===== src/rtl/debounce_pkg.sv =====
// debounce_pkg: types and helpers shared by the debounce bank.
//   hold_state_t : per-channel long-press state
//   cnt_w()      : counter width able to hold 0..max_val (never less than 1 bit)
package debounce_pkg;

  typedef enum logic [1:0] {
    IDLE,
    PRESSED,
    REPEAT,
    DONE
  } hold_state_t;

  // A zero max still needs a 1-bit counter so declarations stay legal.
  function automatic int cnt_w(input int max_val);
    return (max_val < 1) ? 1 : $clog2(max_val + 1);
  endfunction

endpackage


===== src/rtl/debounce_chan.sv =====
// debounce_chan: one button channel.
//   clk, rst    : clock, async active-high reset
//   noisy_in    : raw asynchronous button level
//   db_out      : debounced level
//   rise_pulse  : one cycle, on the edge db_out goes 0->1
//   fall_pulse  : one cycle, on the edge db_out goes 1->0
//   hold_pulse  : one cycle long-press / auto-repeat pulse
module debounce_chan
  import debounce_pkg::*;
#(
  parameter int SYNC_STAGES   = 2,
  parameter int COUNT_MAX     = 250_000,
  parameter int HOLD_CYCLES   = 100_000_000,
  parameter int REPEAT_CYCLES = 0
) (
  input  logic clk,
  input  logic rst,
  input  logic noisy_in,
  output logic db_out,
  output logic rise_pulse,
  output logic fall_pulse,
  output logic hold_pulse
);

  localparam int CW   = cnt_w(COUNT_MAX);
  localparam int HMAX = (HOLD_CYCLES > REPEAT_CYCLES) ? HOLD_CYCLES : REPEAT_CYCLES;
  localparam int HW   = cnt_w(HMAX);

  // Compare against N-1: the edge that sees count N-1 is the N-th one.
  localparam logic [CW-1:0] CNT_LAST  = CW'(COUNT_MAX - 1);
  localparam logic [HW-1:0] HOLD_LAST = HW'((HOLD_CYCLES   > 0) ? HOLD_CYCLES   - 1 : 0);
  localparam logic [HW-1:0] REP_LAST  = HW'((REPEAT_CYCLES > 0) ? REPEAT_CYCLES - 1 : 0);

  logic [SYNC_STAGES-1:0] sync_q;
  logic [CW-1:0]          cnt_q;
  logic                   db_q, rise_q, fall_q;
  logic                   s, mismatch, accept, rise_evt, fall_evt;

  hold_state_t            state_q, state_d;
  logic [HW-1:0]          hcnt_q, hcnt_d, hcnt_inc;
  logic                   hold_q, hold_d;

  // synchroniser + debounce counter + edge pulses
  assign s        = sync_q[SYNC_STAGES-1];
  assign mismatch = s ^ db_q;
  assign accept   = mismatch && (cnt_q == CNT_LAST);
  assign rise_evt = accept &&  s;
  assign fall_evt = accept && !s;

  always_ff @(posedge clk or posedge rst) begin
    if (rst) begin
      sync_q <= '0;
      cnt_q  <= '0;
      db_q   <= 1'b0;
      rise_q <= 1'b0;
      fall_q <= 1'b0;
    end else begin
      sync_q <= {sync_q[SYNC_STAGES-2:0], noisy_in};
      rise_q <= rise_evt;
      fall_q <= fall_evt;
      if (accept) db_q <= s;
      // any agreement restarts the count; acceptance also restarts it
      if (!mismatch || accept) cnt_q <= '0;
      else                     cnt_q <= cnt_q + CW'(1);
    end
  end

  // hold FSM
  assign hcnt_inc = (hcnt_q == '1) ? hcnt_q : hcnt_q + HW'(1);

  always_ff @(posedge clk or posedge rst) begin
    if (rst) begin
      state_q <= IDLE;
      hcnt_q  <= '0;
      hold_q  <= 1'b0;
    end else begin
      state_q <= state_d;
      hcnt_q  <= hcnt_d;
      hold_q  <= hold_d;
    end
  end

  always_comb begin
    state_d = state_q;
    hcnt_d  = hcnt_q;
    hold_d  = 1'b0;
    if (fall_evt) begin
      // fall beats a coinciding hold/repeat due edge
      state_d = IDLE;
      hcnt_d  = hcnt_inc;
    end else if (rise_evt) begin
      state_d = PRESSED;
      hcnt_d  = '0;
    end else if (!db_q) begin
      state_d = IDLE;
      hcnt_d  = '0;
    end else begin
      unique case (state_q)
        PRESSED: begin
          if ((HOLD_CYCLES > 0) && (hcnt_q == HOLD_LAST)) begin
            hold_d  = 1'b1;
            hcnt_d  = '0;
            state_d = (REPEAT_CYCLES > 0) ? REPEAT : DONE;
          end else begin
            hcnt_d  = hcnt_inc;
          end
        end
        REPEAT: begin
          if (hcnt_q == REP_LAST) begin
            hold_d = 1'b1;
            hcnt_d = '0;
          end else begin
            hcnt_d = hcnt_inc;
          end
        end
        default: hcnt_d = hcnt_inc;
      endcase
    end
  end

  assign db_out     = db_q;
  assign rise_pulse = rise_q;
  assign fall_pulse = fall_q;
  assign hold_pulse = (HOLD_CYCLES > 0) && hold_q;

endmodule


===== src/rtl/debounce_bank.sv =====
// debounce_bank: N_CH independent button conditioners.
//   clk, rst    : clock, async active-high reset
//   noisy_in    : raw button levels, one bit per channel
//   db_out      : debounced levels
//   rise_pulse  : per-channel 0->1 pulse
//   fall_pulse  : per-channel 1->0 pulse
//   hold_pulse  : per-channel long-press / repeat pulse
module debounce_bank
  import debounce_pkg::*;
#(
  parameter int N_CH          = 4,
  parameter int SYNC_STAGES   = 2,
  parameter int COUNT_MAX     = 250_000,
  parameter int HOLD_CYCLES   = 100_000_000,
  parameter int REPEAT_CYCLES = 0
) (
  input  logic            clk,
  input  logic            rst,
  input  logic [N_CH-1:0] noisy_in,
  output logic [N_CH-1:0] db_out,
  output logic [N_CH-1:0] rise_pulse,
  output logic [N_CH-1:0] fall_pulse,
  output logic [N_CH-1:0] hold_pulse
);

  for (genvar i = 0; i < N_CH; i++) begin : g_ch
    debounce_chan #(
      .SYNC_STAGES  (SYNC_STAGES),
      .COUNT_MAX    (COUNT_MAX),
      .HOLD_CYCLES  (HOLD_CYCLES),
      .REPEAT_CYCLES(REPEAT_CYCLES)
    ) u_chan (
      .clk       (clk),
      .rst       (rst),
      .noisy_in  (noisy_in[i]),
      .db_out    (db_out[i]),
      .rise_pulse(rise_pulse[i]),
      .fall_pulse(fall_pulse[i]),
      .hold_pulse(hold_pulse[i])
    );
  end

endmodule


===== config.mk =====
export PLATFORM = sky130hd
export DESIGN_NAME = debounce_bank
export DESIGN_NICKNAME = d
export VERILOG_FILES = /design/src/rtl/debounce_pkg.sv /design/src/rtl/debounce_chan.sv /design/src/rtl/debounce_bank.sv
export SDC_FILE = /design/constraint.sdc
export NUM_CORES = 1
export LEC_CHECK = 0
export CAP_MARGIN = 20
export CELL_PAD_IN_SITES_DETAIL_PLACEMENT = 0
export CELL_PAD_IN_SITES_GLOBAL_PLACEMENT = 1
export CORE_AREA = 4 4 124 244
export CTS_CLUSTER_SIZE = 20
export DETAILED_ROUTE_END_ITERATION = 7
export DIE_AREA = 0 0 128 248
export PLACE_DENSITY_LB_ADDON = 0.1
export SLEW_MARGIN = 20
export SYNTH_ARGS = -nofsm -noshare
export SYNTH_HDL_FRONTEND = slang
export SYNTH_SLANG_ARGS = --single-unit

===== constraint.sdc =====
create_clock -name clk -period 9 [get_ports clk]
set_clock_uncertainty 0.1 [all_clocks]
set_input_delay 1.8 -clock clk [delete_from_list [all_inputs] [get_ports clk]]
set_output_delay 1.8 -clock clk [all_outputs]
set_load 0.05 [all_outputs]

==> impl.org, run 1 <==
** Status
- The run finished with clean final reports.

** Power and ir drop
- Sequential power share :: 49.5%
- The design draws approximately 2000 uW.
- Cell internal power was estimated by the tool at ~1500 uW.
- VDD sags by at most around 0.14 mV.
- Psw :: 429.7 uW
- Power density of the placed cells :: 157.5 nW/um^2
- In this run switching power makes up 22.05% of total power.
- Part of the total power dissipated in combinational logic :: 1.7%
- Leak :: between 0.004 and 0.005 uW
- The share of total power dissipated in the clock network is 48.8%.

** Synthesis
- Synthesis produced a netlist with a net count of 1217.
- Number of flops mapped to enable cells by yosys :: 0
- In the synthesized netlist the dominant register cell turns out to be sky130_fd_sc_hd__dfrtp_1.
- After synthesis, the largest area contributor takes up 47.35% of total cell area.
- Async set or reset register ratio after synthesis :: 100.0%
- Ranked by total cell area, the synthesized netlist is headed by sky130_fd_sc_hd__dfrtp_1 (47%), sky130_fd_sc_hd__xnor2_1 (5.4%), sky130_fd_sc_hd__nor2_1 (5.3%), sky130_fd_sc_hd__xor2_1 (3.6%), sky130_fd_sc_hd__nand2_1 (3.0%).
- FF+latch count, synth :: around 210
- After synthesis, flip-flops and latches occupy between 40% and 50% of the total area.
- The biggest area contributor in the post-synthesis netlist is sky130_fd_sc_hd__dfrtp_1.
- Synthesis instantiated 57 different standard cells from the library.
- Each instance of the synthesized netlist takes up on average roughly 9.4 sq um.
- The cell area that synthesis handed to floorplanning was ~11000 sq um.
- Synthesis produced 1191 cells.
- Synthesis warning total :: 0

** Floorplanning
- Starting density of the core :: 39.58%
- Die Footprint :: 31740 sq um
- Chip height :: roughly 250 um
- Core region area :: approximately 28000 sq um
- Die span in x :: around 130 um
- Count of boundary I/O pins :: 22
- FP Rows :: 87

** Place
- PortBufs :: 21
- Worst setup slack before clock tree synthesis :: between 4 and 5 ns
- Once detailed placement completed, the half-perimeter wirelength came to 18390 um.
- At the end of routability-driven placement, the weighted congestion stood at 0.7881.

** Critical path
- Together, buffers and inverters on the worst path number 1.
- Of all nets on the critical path, the largest fanout is 10.
- The critical path goes through clkdlybuf4s50_1.
- CP delay by family, top :: buffers and inverters
- The largest individual stage delay along the critical path comes from the cell sky130_fd_sc_hd__clkdlybuf4s50_1.
- Required time of the worst setup path :: slightly above 7 ns
- STA classifies the critical path endpoint as an output pin.
- Data on the critical path arrives at its endpoint at slightly below 2 ns.
- On the worst path, the slowest cell contributes a delay of between 0.8 and 0.9 ns.
- The critical path is of the reg2out type.
- Worst Setup Start Kind :: flop

** Clock network
- For the worst-skew pair, the clock arrives at the later sink with an insertion delay of ~0.53 ns.
- Post-CTS clock slew at the launch and capture registers of the worst setup and hold paths :: ~0.060 ns
- After clock tree synthesis, the setup repair step added 0 buffers.
- The tree built by TritonCTS fans out to roughly 210 sinks.
- TritonCTS built the clock tree.
- CTS Hold Bufs :: 0
- The number of clock buffers added by TritonCTS is 23.
- The tree is rooted in a sky130_fd_sc_hd__clkbuf_16.
- Post-cts repair resize count :: 0
- In this run the number of H-tree levels came out at 1.
- Number of buffers on the longest clock path :: 3

** Routing
- Dividing the detail-routed wire length by the instance count gives around 17 um.
- The count of nets left with antenna violations once routing finished came out at 0.
- Detailed routing inserted a total of ~8.7k vias.
- For this run, the detailed router's first-pass iteration total came to 4.
- Detailed Route Iter0 Violations :: approximately 280
- DRC violations left :: 0
- Detail-routed via count per cell :: 5.609
- Total wire length after detailed routing :: 26930 um

** GRT
- The via count of the first global-routing pass was around 9k.
- The first global-routing pass estimated 45290 um of wire.
- Entering global routing, the biggest net connects 142 pins.
- Total global routing overflow :: 0
- Initial antenna violation count :: 0
- Combined global-route utilization of all metal layers :: ~17%

** Layout
- Cells fill 43.74% of the core in the end.
- The layout has between 2k and 3k filler cells.
- Antenna Cells :: 0
- Compared with the post-synthesis result, the final layout area differs by 10.50%.
- Summing all multi-input logic gate instances after layout gives 5466 sq um.
- Across the whole layout, storage elements account for 5305 sq um.
- At the end of the flow, the number of nets in the layout was between 1k and 1.5k.
- Fraction of layout instances using a drive strength above 1 :: 5.657%

** STA
- Setup violations remaining at the end of the flow were counted as 0.
- Across all setup checks in the final design, the least slack found is a little over 5 ns.
- Setup repair after global routing left no endpoint under its margin.
- Headroom to the max-slew limit came out at 34.14%.
- Final count of pins violating max slew :: 0
- Worst Hold Slack :: around 0.25 ns
- For the pin with the worst max-slew slack, the measured transition is 0.9879 ns.
- For this run, the top clock speed supported by timing is roughly 0.26 GHz.
- Subtracting the final worst setup slack from the clock period gives roughly 3.9 ns.
- Final clock period utilization by the worst path :: a little over two fifths
- Final-layout setup total negative slack :: 0 ns
- The final hold violation count was 0.

** Min path
- HP Class :: reg2reg

** Flow run
- Maxcap violations :: 0
==> power groups by stage <==
stage	clock [uW]	combinational, uW	sequential, uW
2_1_floorplan	0	24.5	981
3_3_place_gp	0	36.4	982
3_5_place_dp	0	36.5	982
4_1_cts	996	36.5	964
5_1_grt	1020	40.8	965
6_report	951	33.9	965
==> cell usage in the layout, fill, tap and decap left out, types with 4 or more instances in the layout <==
master	n
sky130_fd_sc_hd__buf_4	10
sky130_fd_sc_hd__or4_1	26
sky130_fd_sc_hd__nand2_1	91
sky130_fd_sc_hd__nor4_2	4
sky130_fd_sc_hd__dfrtp_1	212
sky130_fd_sc_hd__o21ai_0	22
sky130_fd_sc_hd__a211oi_1	19
sky130_fd_sc_hd__ha_1	20
sky130_fd_sc_hd__nand4_1	51
sky130_fd_sc_hd__and3_1	27
sky130_fd_sc_hd__nor3_1	25
sky130_fd_sc_hd__o31ai_1	24
sky130_fd_sc_hd__nor4b_1	6
sky130_fd_sc_hd__and4_1	24
sky130_fd_sc_hd__mux2i_1	6
sky130_fd_sc_hd__inv_1	34
sky130_fd_sc_hd__a21oi_1	68
sky130_fd_sc_hd__nor4_1	32
sky130_fd_sc_hd__a31oi_1	5
sky130_fd_sc_hd__or2_2	8
sky130_fd_sc_hd__clkbuf_1	6
sky130_fd_sc_hd__xor2_1	46
sky130_fd_sc_hd__nor2_1	159
sky130_fd_sc_hd__or3_1	26
sky130_fd_sc_hd__xnor2_1	69
sky130_fd_sc_hd__and4b_1	4
sky130_fd_sc_hd__nor3b_1	8
sky130_fd_sc_hd__clkdlybuf4s50_1	21
sky130_fd_sc_hd__a2111oi_0	5
sky130_fd_sc_hd__nand3_1	68
sky130_fd_sc_hd__clkbuf_16	23
sky130_fd_sc_hd__o31a_1	5
==> cell type report <==
class | count | share of cell area [%]
clock buffers | 32 | 5.165
clock inverters | 8 | 0.7985
inverters | 35 | 1.122
multi-input cells | 884 | 44.16
flip-flops and latches | 212 | 42.85
well taps | 356 | 3.598
repair buffers | 31 | 2.304
==> stage by stage <==
stage,instances,cell area [sq um]
finish,1558,12380
global route,1558,12380
CTS,1558,12370
detailed placement,1518,11630
global placement,1518,11620
floorplan,1191,11200
==> flip-flops by register name (all words and copies together), names as in the netlist <==
name / count
g_ch.u_chan.fall_pulse: 4
g_ch.u_chan.sync_q: 8
g_ch.u_chan.hcnt_q: 108
g_ch.u_chan.state_q: 8
g_ch.u_chan.cnt_q: 72
g_ch.u_chan.db_out: 4
g_ch.u_chan.rise_pulse: 4
g_ch.u_chan.hold_pulse: 4
==> synthesized netlist by cell type (all sizes together), types with 2 or more instances <==
cell / count
and4: 24
nor4b: 6
buf: 36
a21boi: 2
o31ai: 24
xnor2: 69
o311a: 2
clkbuf: 24
nand2: 91
nand2b: 2
o21ai: 22
or3: 26
nand3: 68
and3: 27
mux2i: 6
a211oi: 20
or2: 9
mux2: 3
ha: 20
xor2: 46
and4b: 5
nor2: 159
and2: 4
nor3: 27
nor3b: 8
nor4: 38
a2111oi: 5
a21oi: 68
nand3b: 2
dfrtp: 212
o311ai: 4
o31a: 5
a31oi: 5
inv: 35
or4: 27
nand4: 51
nor2b: 2
==> worst paths after layout <==
kind                                          start                        end  slack, ns  cells after the start
min in group asynchronous                       rst  g_ch[3].u_chan.hcnt_q[20]       1.80                      2
max                           g_ch[1].u_chan.db_out                  db_out[1]       5.13                      1
max reg2reg                g_ch[3].u_chan.hcnt_q[1]  g_ch[3].u_chan.hcnt_q[24]       6.16                      6
min                        g_ch[2].u_chan.sync_q[0]   g_ch[2].u_chan.sync_q[1]       0.25                      0
min reg2reg                g_ch[2].u_chan.sync_q[0]   g_ch[2].u_chan.sync_q[1]       0.25                      0
max in group asynchronous                       rst  g_ch[0].u_chan.hcnt_q[21]       5.43                      3
==> logic make-up after synthesis <==
kind of cell             after synthesis  share of synthesized area (%)
AO/OA/AOI/OAI                        161                          9.013
XOR/XNOR                             115                          8.990
adder cells (fa/ha/maj)               20                          2.234
buffers and inverters                 95                          4.222
flip-flops                           212                          47.35
multiplexers                           9                         0.8376
AND/OR/NAND/NOR                      579                          27.35
==> routing by layer <==
layer  vias to the layer above  GRT usage [%]  wire, um
li1                       4263              -         -
met1                      4304          18.49     10320
met2                       122          33.69     15040
met3                        50          2.154       708
met4                         0          6.594       868
met5                         -              0         0
No activity file was read; power rests on OpenSTA's default activity.
==> run 2: changes to the inputs <==
clock period = 3.25 ns   (was 9 ns; I/O delays follow)
==> impl.org, run 2 (synthesized netlist as in run 1, its figures left out) <==
** Status
- Outcome :: completed (unchanged)

** Critical path
- The endpoint of the most critical register-to-register path was g_ch[1].u_chan.cnt_q[17] (was g_ch[3].u_chan.hcnt_q[24]).
- Sort of element at the end of the critical path :: output pin (unchanged)
- Depth of the worst register-to-register path :: 6 (unchanged)
- The startpoint type of the worst setup path is a flop (unchanged).
- Delay of the slowest critical-path stage :: 0.88 ns (about the same)
- R2r startpoint :: g_ch[1].u_chan.cnt_q[0] (was g_ch[3].u_chan.hcnt_q[1])
- The slack of the worst reg-to-reg path is 0.74 ns (was 6.16 ns).
- The data required time of the critical path was 2.50 ns (was 7.10 ns).
- Critical Path, Cell by Cell :: clkdlybuf4s50_1 (unchanged)
- The arrival time at the worst endpoint was 1.95 ns (was 1.97 ns).
- The maximum fanout along the worst path came to 10 (unchanged).
- Number of buffers and inverters on the critical path :: 1 (unchanged)
- Critical path type :: reg2out (unchanged)
- The cell class contributing the biggest share of worst-path delay is buffers and inverters (unchanged).
- Slowest stage cell, crit path :: sky130_fd_sc_hd__clkdlybuf4s50_1 (unchanged)

** STA
- Final count of pins violating max slew :: 0 (unchanged)
- Setup repair after global routing missed its margin :: no (unchanged)
- Timing would allow up to between 0.3 and 0.4 GHz.
- The final hold violation count came to 0 (unchanged).
- Period minus WS final :: roughly 2.7 ns
- The transition time of the tightest slew-check pin came to 0.9001 ns (was 0.9879 ns).
- Final setup violation count :: 0 (unchanged)
- Final clock period utilization by the worst path :: approximately 83%
- Final-layout setup total negative slack :: 0 ns (unchanged)
- The minimum setup slack in the final design is 0.5464 ns (was 5.132 ns).
- Slew margin rel. :: 39.53% (was 34.14%)

** Min path
- The instance count along the most critical hold path was 0 (unchanged).
- End point of the worst hold path :: g_ch[2].u_chan.sync_q[1] (unchanged)
- Min-Delay Startpoint :: g_ch[2].u_chan.sync_q[0] (unchanged)
- The type of the most critical hold path is reg2reg (unchanged).

** Place
- Worst setup slack before clock tree synthesis :: 0.7033 ns (was 4.736 ns)
- Routability congestion estimate from global placement :: 0.8302 (was 0.7881)
- The instance area at placement came to 11760 sq um (was 11630 sq um).
- PortBufs :: 21 (unchanged)
- The half-perimeter wire length after detailed placement is 19310 um (was 18390 um).

** Floorplanning
- The row count came to 87 (unchanged).
- The initial cell density of the core came to 39.58% (unchanged).
- The die extent in x was 128 um (unchanged).
- The placeable core region is 28300 sq um (unchanged).
- The number of placed I/O pins was 22 (unchanged).
- The die area was 31740 sq um (unchanged).
- The vertical die dimension is 248 um (unchanged).

** GRT
- The overall track demand over capacity in global routing came to 17.78% (was 17.27%).
- The pin count of the biggest net entering global routing was 66 (was 142).
- Total global routing overflow :: 0 (unchanged)
- The global-route wire length before repair is 46360 um (was 45290 um).
- The initial antenna violation count came to 0 (unchanged).
- Via count of the first global-routing pass :: 9234 (was 8971)

** Layout
- Largest register FFs :: 108 (unchanged)
- Registers with the most flip-flops :: g_ch.u_chan.hcnt_q (108), g_ch.u_chan.cnt_q (72) (unchanged)
- Most frequent cells in the layout :: sky130_fd_sc_hd__dfrtp_1 (212), sky130_fd_sc_hd__nor2_1 (159), sky130_fd_sc_hd__nand2_1 (91) (unchanged)
- The most flop-heavy register is g_ch.u_chan.hcnt_q (unchanged).
- The multi-input logic area is 5449 sq um (was 5466 sq um).
- The most common cell after layout, fill and taps aside is sky130_fd_sc_hd__dfrtp_1 (unchanged).
- Sequential Area :: 5305 sq um (unchanged)
- Final cell area excluding filler cells :: 12510 sq um (was 12380 sq um)
- Core utilization of the finished layout :: 44.20% (was 43.74%)
- Net count of the finished layout :: 1227 (was 1213)
- The number of antenna diodes is 0 (unchanged).
- The number of fillers in the final layout is 2850 (was 2872).
- The share of final-layout standard cells stronger than drive strength 1 was 6.902% (was 5.657%).
- The growth of design area from synthesis to finish is 11.65% (was 10.50%).

** Routing
- The detailed-route wire length came to 27320 um (was 26930 um).
- Detail-routed via count per cell :: 5.598 (was 5.609)
- Detailed Route Iter0 Violations :: 282 (unchanged)
- Final routed wire length divided by cell count :: 17.37 um (was 17.29 um)
- The post-route DRC violation count came to 0 (unchanged).
- Initial DRT Pass Iterations :: 6 (was 4)
- Antenna Violating Nets Remaining :: 0 (unchanged)
- The total vias in the final route was 8805 (was 8739).

** Clock network
- The number of CTS-inserted buffers came to 23 (unchanged).
- The post-CTS clock slew at the launch and capture registers of the worst setup and hold paths is 0.06 ns (about the same).
- The clock tree from TritonCTS is built (unchanged).
- Clock root cell :: sky130_fd_sc_hd__clkbuf_16 (unchanged)
- Number of levels in the clock H-tree :: 1 (unchanged)
- CTS Hold Bufs :: 0 (unchanged)
- The clock latency reported for the late side of the worst-skew pair was 0.53 ns (about the same).
- Number of buffers on the longest clock path :: 3 (unchanged)
- The sink count of the clock tree was 212 (unchanged).
- Number of buffers inserted to repair setup after CTS :: 0 (unchanged)
- The number of cells upsized or downsized after cts is 0 (unchanged).

** Power and ir drop
- Power density of the placed cells :: 431.6 nW/um^2 (was 157.5 nW/um^2)
- The standby leakage power is 0.004827 uW (was 0.004753 uW).
- Peak VDD IR :: 0.4162 mV (was 0.1427 mV)

** Flow run
- The number of max-capacitance violations reported is 0 (unchanged).
run 2: changes by cell type in the layout (fill, tap and decap cells not counted), sizes merged:
cell / previous run / this run
buf: 10 / 24
bufinv: 2 / 1
clkinv: 3 / 7
inv: 36 / 34
run 2: report_power, final:
| group | internal, uW | total, uW | switching (uW) |
|---|---|---|---|
| Sequential | 2660 | 2670 | 15.7 |
| Combinational | 28.7 | 105 | 76.4 |
| Clock | 1520 | 2620 | 1110 |
run 2: worst max path at each step:
stage	from	to	slack, ns	cells past startpoint
6_report	g_ch[1].u_chan.db_out	db_out[1]	0.55	1
4_1_cts	g_ch[1].u_chan.db_out	db_out[1]	0.51	1
2_1_floorplan	rst	g_ch[0].u_chan.cnt_q[0]	-0.26	1
5_1_grt	g_ch[1].u_chan.db_out	db_out[1]	0.48	1
3_3_place_gp	g_ch[0].u_chan.cnt_q[6]	g_ch[0].u_chan.cnt_q[16]	0.76	5
3_5_place_dp	g_ch[1].u_chan.cnt_q[0]	g_ch[1].u_chan.cnt_q[4]	0.70	6
run 2: final cells by class:
type | count | area share [%]
timing repair buffer | 45 | 3.421
multi-input combinational | 884 | 43.56
clock buffer | 32 | 5.352
inverter | 35 | 1.080
tap | 356 | 3.561
clock inverter | 9 | 0.6102
sequential | 212 | 42.41
run 2: stage by stage:
step                hold slack, ns  power [uW]  cells
floorplan                   0.2312        2786   1191
global placement            0.2331        2832   1532
detailed placement          0.2363        2833   1532
CTS                         0.2514        5517   1573
global route                0.2557        5623   1573
finish                      0.2490        5399   1573
run 2: per-layer routing:
metal	vias to the layer above	wire length, um	GRT usage, %
met5	-	0	0
met4	0	1189	8.313
met3	70	690	2.003
met2	124	15320	34.40
met1	4320	10120	18.76
li1	4291	-	-
==> run 3: changes to the inputs <==
clock period = 2.2 ns   (was 3.25 ns; I/O delays follow)
==> impl.org, run 3 (synthesized netlist as in run 1, its figures left out) <==
** Status
- Outcome: finished, violations left (was completed).
- Failing checks :: negative setup slack

** GRT
- The overflow left after global routing came to 0 (unchanged).
- Via count of the first global-routing pass :: 9857 (was 9234)
- The initial antenna violation count was 0 (unchanged).
- The overall track demand over capacity in global routing came to 18.77% (was 17.78%).
- Pin count of the biggest net entering global routing :: 56 (was 66)
- The global-route wire length before repair came to 48920 um (was 46360 um).

** STA
- Period minus WS final :: roughly 2.3 ns
- Least-Margin Pin Slew :: 0.5415 ns (was 0.9001 ns)
- The number of max-slew violations in the final report came to 0 (unchanged).
- The final hold violation count came to 0 (unchanged).
- Highest achievable clock rate :: about 0.43 GHz
- Slew margin rel. :: 62.96% (was 39.53%)
- Of the available clock period, the critical path in the final layout requires 106.6%.
- The final-layout worst hold slack came to 0.2490 ns (about the same).
- Final setup violation count :: 54 (was 0)
- The minimum setup slack in the final design is -0.1455 ns (was 0.5464 ns).
- Setup repair after global routing missed its margin: yes (was no).

** Clock network
- The number of CTS-inserted buffers came to 22 (was 23).
- Clock insertion delay at the later pin of the skew report :: 0.52 ns (was 0.53 ns)
- Number of buffers on the longest clock path :: 3 (unchanged)
- The H-tree depth is 1 (unchanged).
- Post-CTS clock slew at the launch and capture registers of the worst setup and hold paths :: 0.06 ns (about the same)
- The clock root buffer was sky130_fd_sc_hd__clkbuf_16 (unchanged).
- TritonCTS clock tree :: built (unchanged)
- CTS Hold Bufs :: 0 (unchanged)
- Number of clock sinks seen by CTS :: 212 (unchanged)

** Floorplanning
- The placeable core region is 28300 sq um (unchanged).
- Starting density of the core :: 39.58% (unchanged)
- The row count was 87 (unchanged).
- Die span in x :: 128 um (unchanged)
- Chip height :: 248 um (unchanged)
- The number of placed I/O pins is 22 (unchanged).
- The die area came to 31740 sq um (unchanged).

** Critical path
- Sort of element at the end of the critical path :: flop (was output pin)
- The worst-case reg-to-reg path depth was 7 (was 6).
- The type of the setup path with the least slack is reg2reg (was reg2out).
- The critical path depth in cells was 7 (was 1).
- Setup slack on the worst flop-to-flop path :: -0.15 ns (was 0.74 ns)
- Slowest stage cell, crit path :: sky130_fd_sc_hd__dfrtp_1 (was sky130_fd_sc_hd__clkdlybuf4s50_1)
- The launch point of the worst reg-to-reg path was g_ch[1].u_chan.hcnt_q[25] (was g_ch[1].u_chan.cnt_q[0]).
- Worst flop-to-flop path endpoint :: g_ch[1].u_chan.hcnt_q[17] (was g_ch[1].u_chan.cnt_q[17])
- The startpoint type of the worst setup path is a flop (unchanged).
- Delay of the slowest critical-path stage :: 0.46 ns (was 0.88 ns)
- CP delay by family, top :: compound AO/OA/AOI/OAI gates (was buffers and inverters)
- Arrival time worst endpoint :: 2.64 ns (was 1.95 ns)
- Critical Path, Cell by Cell: nor4_2 > nand2_1 > o311a_1 > a211oi_4 > buf_6 > clkbuf_16 > a21oi_2 (was clkdlybuf4s50_1).
- The maximum fanout along the worst path was 7 (was 10).
- The data required time of the critical path came to 2.50 ns (about the same).
- The number of buffer and inverter instances along the worst setup path is 2 (was 1).

** Routing
- The iteration count of the initial detailed-routing pass is 4 (was 6).
- Routed via count :: 9477 (was 8805)
- The detailed-route wire length is 29760 um (was 27320 um).
- DRC violations left :: 0 (unchanged)
- Detail Route met3 WL :: 671 um (was 690 um)
- The ratio of routed vias to standard cells was 5.488 (was 5.598).
- Met2 wire len :: 17100 um (was 15320 um)
- The detailed-route wire length on metal 1 was 10910 um (was 10120 um).
- Detailed Route Iter0 Violations :: 313 (was 282)
- Final routed wire length divided by cell count :: 17.23 um (was 17.37 um)
- Antenna Violating Nets Remaining :: 0 (unchanged)
- The highest layer used for signal routing was met4 (unchanged).

** Place
- The number of port buffers was 21 (unchanged).
- HPWL after detailed placement :: 20700 um (was 19310 um)
- The pre-CTS worst setup slack is -0.1741 ns (was 0.7033 ns).
- Routability congestion estimate from global placement :: 0.8144 (was 0.8302)

** Min path
- The worst min-delay path startpoint is g_ch[3].u_chan.sync_q[0] (was g_ch[2].u_chan.sync_q[0]).
- The instance count along the most critical hold path was 0 (unchanged).
- The type of the most critical hold path is reg2reg (unchanged).
- End point of the worst hold path :: g_ch[3].u_chan.sync_q[1] (was g_ch[2].u_chan.sync_q[1])

** Layout
- Final-layout fill cell count :: 2740 (was 2850)
- Fraction of layout instances using a drive strength above 1 :: 23.12% (was 6.902%)
- The number of flip-flops under the largest register name was 108 (unchanged).
- Registers with the most flip-flops :: g_ch.u_chan.hcnt_q (108), g_ch.u_chan.cnt_q (72) (unchanged)
- The most flop-heavy register is g_ch.u_chan.hcnt_q (unchanged).
- Synth-to-layout area growth :: 27.99% (was 11.65%)
- The number of antenna diodes was 0 (unchanged).
- The most common cell after layout, fill and taps aside was sky130_fd_sc_hd__dfrtp_1 (unchanged).
- Net count of the finished layout :: 1383 (was 1227)
- Most frequent cells in the layout: sky130_fd_sc_hd__dfrtp_1 (209), sky130_fd_sc_hd__buf_4 (164), sky130_fd_sc_hd__nor2_1 (137) (was sky130_fd_sc_hd__dfrtp_1 (212), sky130_fd_sc_hd__nor2_1 (159), sky130_fd_sc_hd__nand2_1 (91)).

** Power and ir drop
- Power density of the placed cells :: 551.4 nW/um^2 (was 431.6 nW/um^2)
- Leak :: 0.005868 uW (was 0.004827 uW)
- Peak VDD IR :: 0.6091 mV (was 0.4162 mV)

** Flow run
- Maxcap violations :: 0 (unchanged)
==> run 3: worst max path at each step <==
stage,from,slack [ns],end
6_report,g_ch[1].u_chan.hcnt_q[25],-0.15,g_ch[1].u_chan.hcnt_q[17]
5_1_grt,g_ch[1].u_chan.hcnt_q[1],-0.19,g_ch[1].u_chan.hcnt_q[22]
4_1_cts,g_ch[0].u_chan.cnt_q[6],-0.1,g_ch[0].u_chan.hcnt_q[24]
3_5_place_dp,g_ch[0].u_chan.hcnt_q[0],-0.17,g_ch[0].u_chan.hcnt_q[23]
3_3_place_gp,g_ch[0].u_chan.hcnt_q[0],-0.14,g_ch[0].u_chan.hcnt_q[23]
2_1_floorplan,rst,-1.10,g_ch[0].u_chan.cnt_q[0]
==> run 3: routing by layer <==
layer,vias to the layer above,global-route usage (%)
li1,4602,-
met1,4695,19.58
met2,115,37.43
met3,65,1.874
met4,0,7.375
met5,-,0
==> run 3: through the flow <==
| stage | cells | TNS [ns] | util (%) | total power (uW) | cell area (sq um) |
|---|---|---|---|---|---|
| after floorplan | 1191 | -232.63 | - | 4118 | 11240 |
| after global placement | 1660 | -2.839 | 45.32 | 4204 | 12830 |
| after detailed placement | 1660 | -2.837 | 45.32 | 4205 | 12830 |
| after CTS | 1712 | -0.9180 | 48.74 | 8062 | 13790 |
| after global routing | 1727 | -7.134 | 50.66 | 8216 | 14340 |
| final | 1727 | -3.741 | 50.66 | 7907 | 14340 |
==> run 3: what timing repair did <==
action                     4_1_cts  5_1_grt
pin swaps                        5       44
cloned                           2        3
gates resized for setup         41       99
setup endpoints to repair       70      115
setup buffers                   12       13
==> run 3: final cells by class <==
type	instances	area, sq um	share of cell area [%]
clock buffers	36	674.4	4.703
clock inverters	2	35.03	0.2443
inverters	35	135.1	0.9424
multi-input cells	884	5952	41.51
flip-flops and latches	212	5309	37.02
well taps	356	445.4	3.106
repair buffers	202	1788	12.47
==> run 3: worst reg2reg max path, delay by kind of cell, from the launching register on <==
family | cells | cell delay [ns]
simple gates | 2 | 0.53
compound gates | 3 | 0.79
flops | 1 | 0.46
buf+inv | 2 | 0.34
==> run 3: power by group <==
| part | switching (uW) | internal, uW | leakage [uW] |
|---|---|---|---|
| clock | 1580 | 2200 | 0.000347 |
| sequential | 23.8 | 3920 | 0.00293 |
| combinational | 120 | 60.0 | 0.00259 |
| total | 1720 | 6180 | 0.00587 |
